[src/rtl/multicycle_ctrl.sv]
// Multi-cycle RV32I control FSM driving the shared datapath.
// Optional lui support: define CTRL_LUI_EN.
module multicycle_ctrl #(
  parameter int DATA_WIDTH = 32
) (
  input  logic                  clk,
  input  logic                  rst_n,
  input  logic [DATA_WIDTH-1:0] instr,
  input  logic                  instr_valid,
  input  logic                  zero,
  input  logic                  mem_ready,
  output logic [2:0]            ImmSrc,
  output logic                  ALUsrc,
  output logic [2:0]            ALUctrl,
  output logic                  RegWrite,
  output logic                  MemRead,
  output logic                  MemWrite,
  output logic                  ResultSrc,
  output logic                  PCWrite,
  output logic                  PCsrc,
  output logic                  illegal,
  output logic [2:0]            state
);

  typedef enum logic [2:0] {
    S_FETCH  = 3'd0,
    S_DECODE = 3'd1,
    S_EXEC   = 3'd2,
    S_MEM    = 3'd3,
    S_WB     = 3'd4,
    S_TRAP   = 3'd7
  } state_e;

  state_e                state_q, state_d;
  logic [DATA_WIDTH-1:0] ir_q, ir_d;
  logic                  ill_q, ill_d;

  logic [6:0] opc;
  logic [2:0] f3;
  logic       is_addi, is_lw, is_sw;
  logic       is_beq, is_bne, is_br;
  logic       is_lui, is_mem;
  logic [2:0] imm_sel;
  logic       unused_ir;

  assign opc       = ir_q[6:0];
  assign f3        = ir_q[14:12];
  assign unused_ir = ^{ir_q[DATA_WIDTH-1:15], ir_q[11:7]};

  assign is_addi = (opc == 7'b0010011) && (f3 == 3'b000);
  assign is_lw   = (opc == 7'b0000011) && (f3 == 3'b010);
  assign is_sw   = (opc == 7'b0100011) && (f3 == 3'b010);
  assign is_beq  = (opc == 7'b1100011) && (f3 == 3'b000);
  assign is_bne  = (opc == 7'b1100011) && (f3 == 3'b001);
  assign is_br   = is_beq | is_bne;
  assign is_mem  = is_lw | is_sw;
`ifdef CTRL_LUI_EN
  assign is_lui  = (opc == 7'b0110111);
`else
  assign is_lui  = 1'b0;
`endif

  always_comb begin
    imm_sel = 3'd0;
    unique case (1'b1)
      is_sw:   imm_sel = 3'd1;
      is_br:   imm_sel = 3'd2;
      is_lui:  imm_sel = 3'd3;
      default: imm_sel = 3'd0;
    endcase
  end

  always_ff @(posedge clk) begin
    if (!rst_n) begin
      state_q <= S_FETCH;
      ir_q    <= '0;
      ill_q   <= 1'b0;
    end else begin
      state_q <= state_d;
      ir_q    <= ir_d;
      ill_q   <= ill_d;
    end
  end

  always_comb begin
    state_d = state_q;
    ir_d    = ir_q;
    ill_d   = ill_q;
    unique case (state_q)
      S_FETCH: begin
        if (instr_valid) begin
          ir_d    = instr;
          state_d = S_DECODE;
        end
      end
      S_DECODE: begin
        unique case (1'b1)
          is_addi, is_mem, is_br: state_d = S_EXEC;
          is_lui:                 state_d = S_WB;
          default: begin
            state_d = S_TRAP;
            ill_d   = 1'b1;
          end
        endcase
      end
      S_EXEC: begin
        unique case (1'b1)
          is_br:   state_d = S_FETCH;
          is_addi: state_d = S_WB;
          default: state_d = S_MEM;
        endcase
      end
      S_MEM: begin
        if (mem_ready)
          state_d = is_lw ? S_WB : S_FETCH;
      end
      S_WB:    state_d = S_FETCH;
      S_TRAP:  state_d = S_TRAP;
      default: state_d = S_FETCH;
    endcase
  end

  // ALU operands stay selected through MEM/WB: the datapath has no ALUOut latch.
  always_comb begin
    ImmSrc    = 3'd0;
    ALUsrc    = 1'b0;
    ALUctrl   = 3'b000;
    RegWrite  = 1'b0;
    MemRead   = 1'b0;
    MemWrite  = 1'b0;
    ResultSrc = 1'b0;
    PCWrite   = 1'b0;
    PCsrc     = 1'b0;
    if (rst_n) begin
      unique case (state_q)
        S_DECODE: ImmSrc = imm_sel;
        S_EXEC: begin
          ImmSrc = imm_sel;
          if (is_br) begin
            ALUctrl = 3'b001;
            PCWrite = 1'b1;
            PCsrc   = is_bne ? ~zero : zero;
          end else begin
            ALUsrc = 1'b1;
          end
        end
        S_MEM: begin
          ImmSrc   = imm_sel;
          ALUsrc   = 1'b1;
          MemRead  = is_lw;
          MemWrite = is_sw;
          PCWrite  = is_sw & mem_ready;
        end
        S_WB: begin
          ImmSrc    = imm_sel;
          ALUsrc    = 1'b1;
          RegWrite  = 1'b1;
          PCWrite   = 1'b1;
          ResultSrc = is_lw;
        end
        default: ;
      endcase
    end
  end

  assign illegal = ill_q;
  assign state   = state_q;

endmodule

[config.mk]
export PLATFORM = sky130hd
export DESIGN_NAME = multicycle_ctrl
export DESIGN_NICKNAME = d
export VERILOG_FILES = /design/src/rtl/multicycle_ctrl.sv
export SDC_FILE = /design/constraint.sdc
export NUM_CORES = 1
export LEC_CHECK = 0
export BUFFER_PORTS_ARGS = -buffer_cell sky130_fd_sc_hd__buf_2
export CELL_PAD_IN_SITES_DETAIL_PLACEMENT = 1
export CELL_PAD_IN_SITES_GLOBAL_PLACEMENT = 2
export CORE_ASPECT_RATIO = 1.75
export CORE_MARGIN = 1
export CORE_UTILIZATION = 21
export CTS_CLUSTER_DIAMETER = 80
export CTS_CLUSTER_SIZE = 8
export DETAILED_ROUTE_END_ITERATION = 8
export PLACE_DENSITY = 0.86
export SYNTH_ARGS = -nofsm -noshare
export SYNTH_HDL_FRONTEND = slang
export SYNTH_SLANG_ARGS = --single-unit
[constraint.sdc]
create_clock -name clk -period 1.5 [get_ports clk]
set_clock_uncertainty 0.1 [all_clocks]
set_input_delay 0.15 -clock clk [delete_from_list [all_inputs] [get_ports clk]]
set_output_delay 0.15 -clock clk [all_outputs]
set_load 0.02 [all_outputs]
=== After elaboration in Yosys (flattened, before gate mapping) ===
Index checks and enable logic that the tools add are counted.

* Add/sub/neg operators: 0
* $mul: 0
* Div/mod/pow operators: 0
* Order comparisons: 0
* Equal/unequal tests: 13
* Shift-type cells: 0
* Muxes and demuxes: 30
* Bitwise gates (word level): 5
* Reductions and logical operators: 13

{| class="wikitable"
|+ Operators by type and width
! cell !! number
|-
| 1-bit 2-to-1 mux || 19
|-
| 3-bit 2-to-1 mux || 6
|-
| 3-bit case mux with 5 select lines || 1
|-
| 3-bit by 2-bit == test with 1-bit output, second input constant || 3
|-
| 7-bit by 2-bit == test with 1-bit output, second input constant || 1
|-
| 7-bit by 5-bit == test with 1-bit output, second input constant || 1
|-
| 7-bit by 6-bit == test with 1-bit output, second input constant || 1
|-
| 7-bit == test, second input constant || 1
|-
| 3-bit by 1-bit == test with 1-bit output, second input constant || 2
|-
| 3-bit == test, second input constant || 2
|-
| 3-bit zero test || 2
|-
| 3-bit case mux with 2 select lines || 1
|-
| 2-bit AND reduction || 3
|-
| 1-bit logical AND || 5
|-
| 2-bit != test, second input constant || 2
|-
| 2-bit case mux with 2 select lines || 1
|-
| 4-bit OR reduction || 1
|-
| 1-bit case mux with 3 select lines || 1
|-
| 3-bit OR reduction || 1
|-
| 1-bit NOT || 2
|-
| 1-bit OR || 2
|-
| 1-bit case mux with 2 select lines || 1
|-
| 2-bit OR reduction || 1
|-
| 1-bit bitwise AND || 1
|}

* Register bits after elaboration: 19
* Latch bits: 0
* RAM bits: 0
* Bits in read-only memories: 0
* Input bits: 37
* Memories kept: 0

=== Logic depth before layout (Yosys ltp) ===
* Depth after elaboration: 6
* Mapped depth: 6
* Gate-level depth less buffers: 4

=== Worst setup path before layout ===
Ideal clock, no wire load.

* Kind: register to output
* From: register state_q[1], in the netlist state[1]
* To: output PCsrc
* Data arrival time: 1.572 ns
* Required time: 1.250 ns
* Slack: -0.322 ns
* Cell stages (with the launch flop): 4
* Path buffers: 1
* Cells stage by stage: dfxtp_1 buf_2 nand2_1 nor4_1

* Cells in the longest elaborated chain, start to end: 3

{| class="wikitable"
|+ RTL lines
! what !! RTL line !! source
|-
| start, declared || 34 || <nowiki>state_e state_q, state_d;</nowiki>
|-
| start signal, assigned || 79 || <nowiki>state_q <= state_d;</nowiki>
|-
| 3-bit by 2-bit == test with 1-bit output || 135 || <nowiki>unique case (state_q)</nowiki>
|-
| 1-bit 2-to-1 mux || 135 ||
|-
| 1-bit 2-to-1 mux || 134 || <nowiki>if (rst_n) begin</nowiki>
|-
| end, declared || 20 || <nowiki>output logic PCsrc,</nowiki>
|}

No other way between the ends.

=== Worst setup path in the final report ===
* From: register ir_q[3]
* To: output PCWrite

* Cells in the longest elaborated chain, start to end: 6

{| class="wikitable"
|+ RTL lines
! what !! RTL line !! source
|-
| start, declared || 35 || <nowiki>logic [DATA_WIDTH-1:0] ir_q, ir_d;</nowiki>
|-
| start signal, assigned || 80 || <nowiki>ir_q <= ir_d;</nowiki>
|-
| 7-bit == test || 53, 54 ||
|-
| 1-bit logical AND, on equally long branches || 53, 54 ||
|-
| 1-bit OR || 55 || <nowiki>assign is_br = is_beq | is_bne;</nowiki>
|-
| 1-bit 2-to-1 mux || 139 || <nowiki>if (is_br) begin</nowiki>
|-
| 1-bit case mux with 3 select lines * || 135 ||
|-
| 1-bit 2-to-1 mux * || 134 ||
|-
| end, declared || 19 || <nowiki>output logic PCWrite,</nowiki>
|}

Mark *: on every way between the ends. The rest lies on a longest branch, timed or not.

==> flow_results.xml <==
<?xml version="1.0" encoding="UTF-8"?>
<metrics>
  <group name="sta">
    <metric name="finalHoldViolCount" unit="">0</metric>
    <metric name="max_slew.worst_pin.slew" unit="ns">0.4888</metric>
    <metric name="fin_hold_ws" unit="ns">0.03383</metric>
    <metric name="timing.max_slew.rel_slack" unit="">0.6707</metric>
    <metric name="timing.final.crit_period" unit="ns">1.912</metric>
    <metric name="rsz0062_at_grt" unit="">true</metric>
    <metric name="timing.final.crit_share" unit="">1.275</metric>
    <metric name="fin_worst_setup_slack" unit="ns">-0.4121</metric>
    <metric name="tns" unit="ns">-3.691</metric>
    <metric name="clock.fmax" unit="GHz">0.5230</metric>
    <metric name="finalSetupViolations" unit="">13</metric>
    <metric name="finalMaxSlewViolations" unit="">0</metric>
  </group>
  <group name="job">
    <metric name="max-cap-violations" unit="">0</metric>
  </group>
  <group name="cells_and_area">
    <metric name="most_frequent_standard_cell_in_the_layout_excluding_fill_and_tap_cells" unit="">nand2_1</metric>
    <metric name="mostFrequentLayoutCells" unit="">nand2_1 (25), buf_4 (21), buf_2 (20), a21boi_0 (11), buf_6 (10)</metric>
    <metric name="drive_above_1_share" unit="">0.5342</metric>
    <metric name="syn2layout_area_growth" unit="%">72.59</metric>
    <metric name="design.final.nets" unit="">199</metric>
    <metric name="antennaDiodeCount" unit="">0</metric>
    <metric name="nFillCells" unit="">485</metric>
    <metric name="layout.cell_area.non_filler" unit="mm²">0.001481</metric>
  </group>
  <group name="synthesis">
    <metric name="syn_area_per_cell" unit="µm²">7.664</metric>
    <metric name="synth_warnings" unit="">0</metric>
    <metric name="synthesis.area" unit="µm²">858.3</metric>
    <metric name="synth.lib_cells_used.distinct" unit="">35</metric>
    <metric name="part_of_the_yosys_area_used_for_sequential_elements" unit="">0.3265</metric>
    <metric name="ys_ff_latch" unit="">14</metric>
    <metric name="synthesis.instances" unit="">112</metric>
  </group>
  <group name="placement">
    <metric name="place_congestion" unit="">0.7490</metric>
    <metric name="place_area" unit="mm²">0.001205</metric>
    <metric name="dpl.hpwl" unit="µm">2277</metric>
    <metric name="io_buffer_count" unit="">28</metric>
  </group>
  <group name="global_routing">
    <metric name="antenna_violations_before_repair" unit="">0</metric>
    <metric name="grt_max_degree" unit="">13</metric>
    <metric name="grt-ovfl-total" unit="">0</metric>
    <metric name="grt_pass1_wl" unit="µm">4954</metric>
    <metric name="gr-usage-all-layers" unit="">0.1506</metric>
    <metric name="first_global_vias" unit="">1051</metric>
  </group>
  <group name="cts">
    <metric name="clk-insertion-delay-late" unit="ns">0.25</metric>
    <metric name="cts_root_buf" unit="">clkbuf_8</metric>
    <metric name="cts_buffer_depth" unit="">2</metric>
    <metric name="path_clk_slew" unit="ns">0.07</metric>
    <metric name="cts_inserted_buffers" unit="">3</metric>
    <metric name="cts_sinks" unit="">14</metric>
    <metric name="cts-htree-levels" unit="">1</metric>
    <metric name="tritoncts" unit="">built</metric>
    <metric name="cts.hold.buffers_added" unit="">0</metric>
  </group>
  <group name="power_and_ir_drop">
    <metric name="vdd.ir_drop.worst" unit="mV">0.7016</metric>
    <metric name="power.density_cell_area" unit="mW/mm²">1381</metric>
    <metric name="totalPowerFinal" unit="mW">2.046</metric>
    <metric name="standby_leakage_power" unit="nW">0.6132</metric>
  </group>
  <group name="worst_setup_path">
    <metric name="crit_path_end_kind" unit="">output pin</metric>
    <metric name="stage_delay_of_the_slowest_cell_on_the_critical_path" unit="ns">0.37</metric>
    <metric name="arr_time_crit_path" unit="ns">1.66</metric>
    <metric name="critPathRequiredTime" unit="ns">1.25</metric>
    <metric name="nature_of_the_critical_path_startpoint" unit="">register</metric>
    <metric name="crit_slowest_cell" unit="">and4bb_4</metric>
    <metric name="worst-path-max-fanout" unit="">3</metric>
    <metric name="crit_chain" unit="">and4bb_4 -&gt; nand4_1 -&gt; o22a_1 -&gt; o31ai_4 -&gt; buf_6</metric>
    <metric name="worst-setup-path-type" unit="">reg2out</metric>
  </group>
  <group name="floorplanning">
    <metric name="ioPinCount" unit="">54</metric>
    <metric name="fp.dieArea" unit="mm²">0.004357</metric>
    <metric name="fp.dieH" unit="µm">86.57</metric>
    <metric name="design.core.area" unit="mm²">0.003904</metric>
    <metric name="row_count" unit="">30</metric>
    <metric name="initial_utilization" unit="">0.2199</metric>
    <metric name="die_width" unit="µm">50.33</metric>
  </group>
  <group name="routing">
    <metric name="route.final.wire_length" unit="µm">3224</metric>
    <metric name="avgViaCountPerCell" unit="">4.900</metric>
    <metric name="drt_pre_antenna_iters" unit="">4</metric>
    <metric name="detail_route.drc_violations" unit="">0</metric>
    <metric name="route.vias.total" unit="">1024</metric>
    <metric name="wl_per_cell" unit="µm">15.43</metric>
    <metric name="route.antenna.remaining_nets" unit="">0</metric>
    <metric name="drt_iter0_drc" unit="">12</metric>
  </group>
  <group name="worst_hold_path">
    <metric name="worstHoldPathType" unit="">in2reg</metric>
  </group>
  <group name="status">
    <metric name="outcome" unit="">finished with violations</metric>
    <metric name="failed_checks" unit="">setup timing</metric>
  </group>
</metrics>
-- power breakdown --
part / leakage, nW / switching (mW) / internal, mW / total (mW)
combinational: 0.466 / 0.608 / 0.429 / 1.04
clock: 0.0288 / 0.148 / 0.233 / 0.381
sequential: 0.118 / 0.145 / 0.481 / 0.627
-- kinds of logic after synthesis --
kind of cell / share of synthesized area
buffers and inverters: 0.07580
xor gates and xnor gates: 0.01021
AOI/OAI and AO/OA: 0.2566
DFF: 0.3265
other: 0.004369
and+or+nand+nor: 0.3265
-- metal layers --
layer / routed length [µm] / track usage / vias to the layer above
li1: - / - / 490
met1: 1098 / 0.1478 / 490
met2: 1904 / 0.2982 / 35
met3: 140 / 0.01754 / 9
met4: 80 / 0.07071 / 0
met5: 0 / 0 / -
-- flip-flops by register name, indices dropped and copies added, names as in the netlist --
name	count
illegal	1
ir_q	10
state	3
-- Yosys cell counts, drive strengths merged --
| library cell | count | area [µm²] |
|---|---|---|
| a21o | 1 | 7.510 |
| nand2b | 1 | 6.260 |
| and4bb | 1 | 12.51 |
| nor3 | 4 | 20.02 |
| dfxtp | 14 | 280.3 |
| nand3 | 4 | 25.02 |
| buf | 7 | 42.54 |
| clkbuf | 2 | 7.510 |
| nor2 | 9 | 33.78 |
| o31ai | 2 | 20.02 |
| xnor2 | 1 | 8.760 |
| a21boi | 11 | 82.58 |
| nor4b | 3 | 47.54 |
| nor2b | 2 | 12.51 |
| o221ai | 1 | 8.760 |
| o21a | 1 | 7.510 |
| and2 | 1 | 6.260 |
| a311oi | 2 | 17.52 |
| o211a | 1 | 10.01 |
| nand4 | 2 | 12.51 |
| o2bb2ai | 1 | 8.760 |
| o21ai | 2 | 10.00 |
| o22a | 2 | 17.52 |
| nor4 | 1 | 6.260 |
| conb | 1 | 3.750 |
| a31oi | 4 | 25.02 |
| a21oi | 1 | 5.000 |
| nand2 | 26 | 97.59 |
| inv | 4 | 15.01 |
-- worst paths after layout --
path | endpoint | slack (ns) | cells after the start | startpoint
worst max-delay path | PCWrite | -0.41 | 5 | ir_q[3]
worst min-delay path | ir_q[14] | 0.03 | 3 | instr[14]
worst max register to register | state[0] | -0.23 | 7 | ir_q[3]
worst min register to register | ir_q[3] | 0.36 | 2 | ir_q[3]
-- worst max-delay path: cells and delay by family, from the launching register on --
family / cells / cell delay (ns)
compound gates: 2 / 0.43
buf+inv: 1 / 0.15
flops: 1 / 0.31
simple gates: 2 / 0.52
-- stage by stage --
step,setup WS [ns],util,cells
finish,-0.4121,0.3795,209
global route,-0.4465,0.3795,209
CTS,-0.4130,0.3522,206
detailed placement,-0.1983,0.3087,199
global placement,-0.1457,0.3087,199
floorplan,-0.1551,-,114
-- area by class of cell --
class / instances / area [µm²] / area share
Inverter: 4 / 15.01 / 0.01014
Tap cell: 48 / 60.06 / 0.04054
Sequential cell: 14 / 291.5 / 0.1968
Timing Repair Buffer: 52 / 390.4 / 0.2635
Clock buffer: 4 / 55.05 / 0.03716
Multi-Input combinational cell: 87 / 669.4 / 0.4519
-- repair_timing --
action	4_1_cts	5_1_grt
setup buffers	3	4
pin swaps	9	4
gates resized for setup	25	20
setup endpoints to repair	15	16
No activity file was read; power rests on OpenSTA's default activity.
